`config.mk`:
```
export PLATFORM = sky130hd
export DESIGN_NAME = puf_ro_resp_gen
export DESIGN_NICKNAME = d
export VERILOG_FILES = /design/src/rtl/puf_ro_resp_gen.sv
export SDC_FILE = /design/constraint.sdc
export NUM_CORES = 1
export LEC_CHECK = 0
export BUFFER_PORTS_ARGS = -buffer_cell sky130_fd_sc_hd__buf_2
export CAP_MARGIN = 25
export CORE_ASPECT_RATIO = 0.75
export CORE_MARGIN = 3
export CORE_UTILIZATION = 65
export CTS_BUF_LIST = sky130_fd_sc_hd__clkbuf_16
export DETAILED_ROUTE_END_ITERATION = 8
export PLACE_DENSITY = 0.85
export SYNTH_ARGS = -nofsm -noshare
export SYNTH_HDL_FRONTEND = slang
export SYNTH_SLANG_ARGS = --single-unit
```
`constraint.sdc`:
```
create_clock -name i_clk -period 6.12 [get_ports i_clk]
set_clock_uncertainty 0.15 [all_clocks]
set_input_delay 0.918 -clock i_clk [delete_from_list [all_inputs] [get_ports i_clk]]
set_output_delay 0.918 -clock i_clk [all_outputs]
set_load 0.01 [all_outputs]
```
`src/rtl/puf_ro_resp_gen.sv`:
```
// Ring-oscillator PUF response generator: counts synchronised RO rising edges per challenge pair and compares.
// Latency RESP_BITS*(WINDOW+2)+1 cycles start->done; no backpressure, start is ignored while busy.
module puf_ro_resp_gen #(
    parameter int  NUM_RO    = 8,
    parameter int  RESP_BITS = 4,
    parameter int  WINDOW    = 1024,
    parameter int  CNT_W     = 16,
    parameter int  THRESH    = 2,
    localparam int SEL_W     = $clog2(NUM_RO),
    localparam int CHAL_W    = RESP_BITS * 2 * SEL_W
) (
    input  logic                 i_clk,
    input  logic                 i_rst,
    input  logic                 i_enable,
    input  logic                 i_start,
    input  logic [CHAL_W-1:0]    i_challenge,
    input  logic [NUM_RO-1:0]    i_ro_in,
    output logic                 o_ro_en,
    output logic                 o_busy,
    output logic                 o_done,
    output logic [RESP_BITS-1:0] o_response,
    output logic [RESP_BITS-1:0] o_unstable
);
    localparam int BIT_W = (RESP_BITS > 1) ? $clog2(RESP_BITS) : 1;
    localparam int WIN_W = $clog2(WINDOW);
    localparam logic [CNT_W-1:0] CNT_MAX = {CNT_W{1'b1}};

    typedef enum logic [2:0] {
        S_IDLE,
        S_LOAD,
        S_COUNT,
        S_CMP,
        S_DONE
    } state_t;

    state_t               r_state;
    state_t               w_state_nxt;
    logic [NUM_RO-1:0]    r_sync1;
    logic [NUM_RO-1:0]    r_sync2;
    logic [NUM_RO-1:0]    r_hist;
    logic [NUM_RO-1:0]    w_edge;
    logic [CHAL_W-1:0]    r_chal;
    logic [BIT_W-1:0]     r_bit;
    logic [WIN_W-1:0]     r_win;
    logic [CNT_W-1:0]     r_cnt_a;
    logic [CNT_W-1:0]     r_cnt_b;
    logic [RESP_BITS-1:0] r_response;
    logic [RESP_BITS-1:0] r_unstable;
    logic [SEL_W-1:0]     w_sel_a;
    logic [SEL_W-1:0]     w_sel_b;
    logic                 w_edge_a;
    logic                 w_edge_b;
    logic                 w_win_last;
    logic                 w_last_bit;
    logic                 w_gt;
    logic [CNT_W:0]       w_diff;
    logic                 w_accept;
    logic                 w_abort;
    logic                 w_ro_en;
    logic                 w_busy;
    logic                 w_done;

    // Rising edges only, seen after the two-flop synchroniser.
    assign w_edge     = r_sync2 & ~r_hist;
    assign w_sel_a    = r_chal[(2 * int'(r_bit)) * SEL_W +: SEL_W];
    assign w_sel_b    = r_chal[(2 * int'(r_bit) + 1) * SEL_W +: SEL_W];
    assign w_edge_a   = w_edge[w_sel_a];
    assign w_edge_b   = w_edge[w_sel_b];
    assign w_win_last = (r_win == WIN_W'(WINDOW - 1));
    assign w_last_bit = (r_bit == BIT_W'(RESP_BITS - 1));
    assign w_gt       = (r_cnt_a > r_cnt_b);
    assign w_diff     = w_gt ? ({1'b0, r_cnt_a} - {1'b0, r_cnt_b})
                             : ({1'b0, r_cnt_b} - {1'b0, r_cnt_a});

    always_ff @(posedge i_clk) begin
        if (i_rst) begin
            r_state <= S_IDLE;
        end else begin
            r_state <= w_state_nxt;
        end
    end

    always_comb begin
        w_state_nxt = r_state;
        w_accept    = 1'b0;
        w_abort     = 1'b0;
        w_ro_en     = 1'b0;
        w_busy      = 1'b1;
        w_done      = 1'b0;
        case (r_state)
            S_IDLE: begin
                w_busy = 1'b0;
                if (i_start && i_enable) begin
                    w_accept    = 1'b1;
                    w_state_nxt = S_LOAD;
                end
            end
            S_LOAD: begin
                w_ro_en     = 1'b1;
                w_state_nxt = S_COUNT;
            end
            S_COUNT: begin
                w_ro_en = 1'b1;
                if (w_win_last) begin
                    w_state_nxt = S_CMP;
                end
            end
            S_CMP: begin
                w_state_nxt = w_last_bit ? S_DONE : S_LOAD;
            end
            S_DONE: begin
                w_done      = 1'b1;
                w_state_nxt = S_IDLE;
            end
            default: begin
                w_state_nxt = S_IDLE;
            end
        endcase
        // Dropping enable anywhere outside IDLE abandons the run without a done pulse.
        if ((r_state != S_IDLE) && !i_enable) begin
            w_abort     = 1'b1;
            w_done      = 1'b0;
            w_state_nxt = S_IDLE;
        end
    end

    always_ff @(posedge i_clk) begin
        if (i_rst) begin
            r_sync1    <= '0;
            r_sync2    <= '0;
            r_hist     <= '0;
            r_chal     <= '0;
            r_bit      <= '0;
            r_win      <= '0;
            r_cnt_a    <= '0;
            r_cnt_b    <= '0;
            r_response <= '0;
            r_unstable <= '0;
        end else begin
            r_sync1 <= i_ro_in;
            r_sync2 <= r_sync1;
            r_hist  <= r_sync2;
            if (w_abort) begin
                r_response <= '0;
                r_unstable <= '0;
            end else begin
                case (r_state)
                    S_IDLE: begin
                        if (w_accept) begin
                            r_chal     <= i_challenge;
                            r_bit      <= '0;
                            r_response <= '0;
                            r_unstable <= '0;
                        end
                    end
                    S_LOAD: begin
                        r_cnt_a <= '0;
                        r_cnt_b <= '0;
                        r_win   <= '0;
                    end
                    S_COUNT: begin
                        r_win <= r_win + WIN_W'(1);
                        if (w_edge_a && (r_cnt_a != CNT_MAX)) begin
                            r_cnt_a <= r_cnt_a + CNT_W'(1);
                        end
                        if (w_edge_b && (r_cnt_b != CNT_MAX)) begin
                            r_cnt_b <= r_cnt_b + CNT_W'(1);
                        end
                    end
                    S_CMP: begin
                        r_response[r_bit] <= w_gt;
                        r_unstable[r_bit] <= (w_diff < (CNT_W + 1)'(THRESH));
                        if (!w_last_bit) begin
                            r_bit <= r_bit + BIT_W'(1);
                        end
                    end
                    default: begin
                    end
                endcase
            end
        end
    end

    assign o_ro_en    = w_ro_en;
    assign o_busy     = w_busy;
    assign o_done     = w_done;
    assign o_response = r_response;
    assign o_unstable = r_unstable;

endmodule

```
==> flow_metrics.tcl, run 1 <==
set metrics [dict create \
    run_status "completed" \
    setup.worst_path.start_class "flip-flop" \
    cts_buffer_depth 2 \
    starting_density_of_the_core_pct 67.67 \
    power.density_nw_per_um2 241.2 \
    rsz0062_at_grt "false" \
    critical_path_buf_inv_count 1 \
    worst_ep_arrival_time_ps 3790 \
    whs_path_depth 1 \
    area_delta_synth_final_pct 9.188 \
    setup_viol_count_final 0 \
    async_flop_share_pct 0 \
    post-cts-setup-buffer-count 0 \
    syn-mean-instance-area_um2 8.178 \
    layout-drive-gt1-share_pct 11.65 \
    synth.ff_latch_count 103 \
    ant_nets 0 \
    syn-num-nets 838 \
    antenna_found_initial 0 \
    layout_min_cycle_time_ps 3712 \
    worst_r2r_endpoint "o_unstable[1]" \
    timing.max_cap.violations 0 \
    whs_ps 292.1 \
    routabilityCongestion 1.029 \
    slew_headroom_pct 32.16 \
    min_to "r_sync2[3]" \
    total_detailed_routing_wirelength_mm 17.24 \
    totalPowerFinal_w 0.001639 \
    synth_warnings 0 \
    layout.core_utilization_pct 73.89 \
    filler_cell_count 652 \
    cellLeakagePower_nw 2.650 \
    clockRootBuffer "clkbuf_16" \
    post_synth_num_cell_types 71 \
    cells_after_synth 761 \
    grtUsageTotal_pct 31.54 \
    tritoncts.num_buffers 9 \
    post_cts_hold_buffer_count 0 \
    worst_hold_startpoint "r_sync1[3]" \
    first_pass_iters 5 \
    setup_slack_ps 2408 \
    dieWidth_um 119.0 \
    edff_count_synth 0 \
    clock_network_latency_to_the_later_pin_of_the_worst_skew_pair_ps 340 \
    report.final.hold_viol_count 0 \
    dieHeight_um 90.74 \
    drt-vias-per-instance 6.352 \
    tns_ps 0 \
    cts.repair.resized 0 \
    post-route-drc-count 0 \
    placementRows 30 \
    timing.critical_path.to_type "flip-flop" \
    antenna_cells_inserted 0 \
    synth_top_flop_cell "dfxtp_1" \
    reg2regPathDepth 10 \
    detailed_place_hpwl_mm 12.87 \
    cp_cell_sequence "inv_1, ha_1, and4_1, nand4bb_1, or3b_1, o21ai_2, mux2i_1, a31oi_1, o221ai_1, o21ai_1" \
    design.portCount 47 \
    first_global_vias 5439 \
    grt_first_pass_wirelength_mm 27.65 \
    avgRoutedWirePerCell_um 18.78 \
    clkSlewWorstSetupHoldPaths_ps 80 \
    ff2ff_setup_slack_ps 2410 \
    die_area_um2 10800 \
    level_count_of_the_clock_h_tree 3 \
    min_path_type "flip-flop to flip-flop" \
    peakVddDrop_mv 0.2382 \
    final_nets 862 \
    critical-path-slowest-cell "ha_1" \
    r2r_start "r_cnt_a[10]" \
    placement.setup.worst_slack_ps 2533 \
    maxSlewViolCount 0 \
    grt_start_max_net_pins 59 \
    tightestPinTransition_ps 1015 \
    slowest_delay_ps 490 \
    fmax_mhz 269.4 \
    worstPathMaxFanout 13 \
    cts.sink_count 103 \
    tritoncts "yes" \
    worst-setup-path-type "flip-flop to flip-flop" \
    fin_crit_sh_pct 60.65 \
    core_um2 9196 \
    yosysSeqAreaShare_pct 33.13 \
    cp_top_family "compound AO/OA/AOI/OAI gates" \
    total_via_count_after_detailed_routing 5831 \
    final_global_route_overflow_total 0 \
    cp_data_required_time_ps 6190 \
    initialDrtViolationCount 771 \
    synth_area_um2 6223 \
    port_buffers 46 \
]
-- sequential cells by signal, summed over array words and instances (netlist names) --
| signal | flops |
|---|---|
| r_hist | 8 |
| r_chal | 24 |
| o_response | 4 |
| o_unstable | 4 |
| r_bit | 2 |
| r_sync1 | 8 |
| r_cnt_b | 16 |
| r_sync2 | 8 |
| r_cnt_a | 16 |
| r_win | 10 |
| r_state | 3 |
-- synth_stat cells, drive strengths merged (7+ instances only) --
cell	count	share of area (%)
nand3	40	3.2
or3	11	1.1
clkbuf	22	1.3
nand2	95	5.7
inv	47	2.8
a21oi	72	6.1
o21ai	35	2.9
mux2i	14	2.3
nor2	64	3.9
and4	9	1.3
and2	7	0.70
buf	13	1.1
xnor2	35	4.9
and3	7	0.70
xor2	7	0.99
nand4	12	1.3
nor3	7	0.64
ha	39	7.8
dfxtp	103	33
nor2b	38	4.1
-- cells by family (layout without fill, tap and decap cells) --
family / Yosys count / after routing / synth area share, %
AOI/OAI and AO/OA: 165 / 165 / 17.91
xor gates and xnor gates: 42 / 42 / 5.911
adders and majority gates: 41 / 41 / 8.484
buffers and inverters: 82 / 111 / 5.267
DFF: 103 / 103 / 33.13
muxes: 20 / 20 / 4.544
and+or+nand+nor: 308 / 308 / 24.75
-- metrics by stage --
step / instance area, um2 / cells
3_5_place_dp: 6470 / 901
2_1_floorplan: 6223 / 761
3_3_place_gp: 6470 / 901
6_report: 6795 / 918
5_1_grt: 6795 / 918
4_1_cts: 6784 / 917
-- where the power goes --
| part | leakage (nW) | switching, W | internal, W | total [W] |
|---|---|---|---|---|
| sequential | 0.836 | 0.0000279 | 0.000704 | 0.000732 |
| clock | 0.155 | 0.000274 | 0.000327 | 0.000601 |
| combinational | 1.66 | 0.000201 | 0.000104 | 0.000305 |
| total | 2.65 | 0.000503 | 0.00114 | 0.00164 |
-- layer usage --
layer	up-vias	track usage, %	share of wire [%]
met5	-	0	0
met4	0	7.040	1.4
met3	28	6.074	10
met2	319	47.95	44
met1	2793	46.27	44
li1	2691	-	-
-- layout by cell type (no fill, tap or decap), drive strengths merged, types with 9 or more instances in the layout --
cell type    n
inv         50
nor2b       38
o21ai       35
dfxtp      103
or3         11
nand4       12
xnor2       35
buf         48
nand3       40
clkbuf       9
ha          39
a21oi       72
mux2i       14
nand2       95
nor2        64
and4         9
-- final cells by class --
cell class	instances	area (um2)	share of cell area, %
Inverter	47	176.4	2.596
Sequential cell	103	2062	30.34
Clock buffer	9	225.2	3.314
Timing Repair Buffer	48	249.0	3.664
Clock inverter	7	88.84	1.307
Multi-Input combinational cell	576	3834	56.42
Tap cell	128	160.2	2.357
-- how the worst max path moves through the flow --
| stage | startpoint | endpoint | slack (ps) | cells past startpoint |
|---|---|---|---|---|
| after floorplan | r_cnt_a[2] | o_unstable[0] | 3260 | 11 |
| after global placement | r_cnt_a[1] | o_unstable[1] | 2520 | 10 |
| after detailed placement | r_cnt_a[10] | o_unstable[3] | 2530 | 10 |
| after CTS | r_cnt_a[10] | o_unstable[2] | 2520 | 10 |
| after global routing | r_cnt_a[10] | o_unstable[3] | 2270 | 10 |
| final | r_cnt_a[10] | o_unstable[1] | 2410 | 10 |
Note: power is estimated with default switching activity, not from simulation.
==> run 2, diff against run 1 <==
ABC_AREA = 1   (was unset)
CORE_UTILIZATION = 62   (was 65)
PLACE_DENSITY = 0.81   (was 0.85)
clock period = 3.84 ns   (was 6.12 ns; I/O delays follow)
==> flow_metrics.tcl, run 2 <==
set metrics [dict create \
    cts_buffer_depth 2 \
    total_via_count_after_detailed_routing 6944 \
    largest_register_ff_count 24 \
    synth.cells.most_frequent "272 x nand2_1, 168 x inv_1, 103 x dfxtp_1" \
    tightestPinTransition_ps 750.5 \
    syn-mean-instance-area_um2 6.408 \
    final_nets 1178 \
    total_detailed_routing_wirelength_mm 17.57 \
    yosysSeqAreaShare_pct 30.24 \
    cellLeakagePower_nw 3.504 \
    first_pass_iters 5 \
    cells_after_synth 1064 \
    starting_density_of_the_core_pct 64.99 \
    initialDrtViolationCount 831 \
    fin_crit_sh_pct 74.88 \
    setup_viol_count_final 0 \
    synth_warnings 0 \
    synth.ff_latch_count 103 \
    rsz0062_at_grt "false" \
    layout-drive-gt1-share_pct 10.49 \
    routabilityCongestion 0.9277 \
    layout.cells.most_common "nand2_1" \
    grtUsageTotal_pct 28.49 \
    post-synth-top-area-fraction_pct 30.24 \
    timing.critical_path.to_type "flip-flop" \
    post-route-drc-count 0 \
    die_area_um2 12300 \
    final_design_area_no_fill_um2 7440 \
    syn-num-nets 1141 \
    detailed_place_hpwl_mm 13.38 \
    synthMostInstantiatedCell "nand2_1" \
    biggestRegsByFlops "r_chal: 24 flops, r_cnt_a: 16 flops, r_cnt_b: 16 flops" \
    worstPathMaxFanout 7 \
    worst-setup-path-type "flip-flop to flip-flop" \
    postPlaceCellArea_um2 7111 \
    first_global_vias 6059 \
    tns_ps 0 \
    ant_nets 0 \
    final_global_route_overflow_total 0 \
    antenna_cells_inserted 0 \
    tritoncts.num_buffers 9 \
    placementRows 32 \
    clock_network_latency_to_the_later_pin_of_the_worst_skew_pair_ps 360 \
    largest-register "r_chal" \
    antenna_found_initial 0 \
    tritoncts "yes" \
    grt_first_pass_wirelength_mm 29.16 \
    dieWidth_um 127.1 \
    report.final.hold_viol_count 0 \
    post_synth_num_cell_types 41 \
    drt-vias-per-instance 5.591 \
    layout_min_cycle_time_ps 2875 \
    post_synth_main_area_contributors "dfxtp_1 30%, nand2_1 15%, inv_1 9.2%" \
    worst_ep_arrival_time_ps 3000 \
    clockRootBuffer "clkbuf_16" \
    slew_headroom_pct 49.90 \
    peakVddDrop_mv 0.2679 \
    synth_area_leader_cell "dfxtp_1" \
    edff_count_synth 0 \
    maxSlewViolCount 0 \
    min_path_type "flip-flop to flip-flop" \
    dieHeight_um 96.82 \
    core_um2 10490 \
    level_count_of_the_clock_h_tree 3 \
    filler_cell_count 918 \
    design.portCount 47 \
    setup.worst_path.start_class "flip-flop" \
    async_flop_share_pct 0 \
    cp_data_required_time_ps 3970 \
    cts.sink_count 103 \
    mostFrequentLayoutCells "272 x nand2_1, 168 x inv_1, 103 x dfxtp_1, 98 x nor2_1, 93 x a21oi_1" \
    cts.repair.resized 0 \
    run_status "completed" \
    synth_top_flop_cell "dfxtp_1" \
    totalPowerFinal_w 0.002718 \
    power.density_nw_per_um2 365.3 \
    post-cts-setup-buffer-count 0 \
    synth_area_um2 6818 \
    grt_start_max_net_pins 58 \
    fmax_mhz 347.8 \
    timing.max_cap.violations 0 \
    port_buffers 46 \
    post_cts_hold_buffer_count 0 \
    whs_ps 254.4 \
    clkSlewWorstSetupHoldPaths_ps 80 \
    area_delta_synth_final_pct 9.121 \
    avgRoutedWirePerCell_um 14.15 \
]
run 2: cells by family (layout without fill, tap and decap cells):
| kind of cell | Yosys count | after routing | synth area share, % |
|---|---|---|---|
| XOR/XNOR | 16 | 16 | 2.055 |
| buffers and inverters | 201 | 243 | 11.89 |
| AND/OR/NAND/NOR | 534 | 534 | 34.28 |
| AO/OA/AOI/OAI | 169 | 169 | 13.78 |
| adder cells (fa/ha/maj) | 41 | 41 | 7.745 |
| flip-flops | 103 | 103 | 30.24 |
run 2: critical path, cell delays in order (launching register included):
cell and delay [ps]:
dfxtp_1 440, inv_1 120, ha_1 460, nand2_1 140, inv_1 110, nand2_1 90
nor2_2 170, nand4_1 280, nand2_4 220, nand2_1 60, o21ai_1 90, nand2_1 80
nor2_2 150, nand4_1 110, a21oi_1 130
run 2: worst paths after layout:
kind | end | depth (start not counted) | start | slack, ps
worst max-delay path | o_unstable[3] | 14 | r_cnt_a[13] | 960
worst min-delay path | r_sync2[6] | 2 | r_sync1[6] | 250
worst max register to register | o_unstable[3] | 14 | r_cnt_a[13] | 960
worst min register to register | r_sync2[6] | 2 | r_sync1[6] | 250
run 2: cell type report:
cell class | instances | area (um2) | share of cell area [%]
multi-input cells | 760 | 3945 | 53.03
flip-flops and latches | 103 | 2062 | 27.72
inverters | 176 | 665.6 | 8.947
repair buffers | 51 | 267.8 | 3.599
clock buffers | 9 | 225.2 | 3.027
well taps | 136 | 170.2 | 2.287
clock inverters | 7 | 103.9 | 1.396
run 2: through the flow:
stage                     cells  setup slack [ps]  utilization (%)
after detailed placement   1226              1056            67.78
after global placement     1226              1082            67.78
after global routing       1242             637.1            70.92
final                      1242             964.7            70.92
after CTS                  1242              1010            70.92
after floorplan            1064              1456                -
run 2: power breakdown:
| part | internal (W) | switching [W] | leakage [nW] |
|---|---|---|---|
| Sequential | 0.00113 | 0.0000314 | 0.837 |
| Combinational | 0.000165 | 0.000423 | 2.51 |
| Clock | 0.000480 | 0.000491 | 0.158 |
| Total | 0.00177 | 0.000946 | 3.50 |
run 2: layer usage:
metal  part of all wire (%)  track usage (%)
met5                      0                0
met4                    2.2            8.656
met3                     10            5.077
met2                     39            37.68
met1                     49            45.88
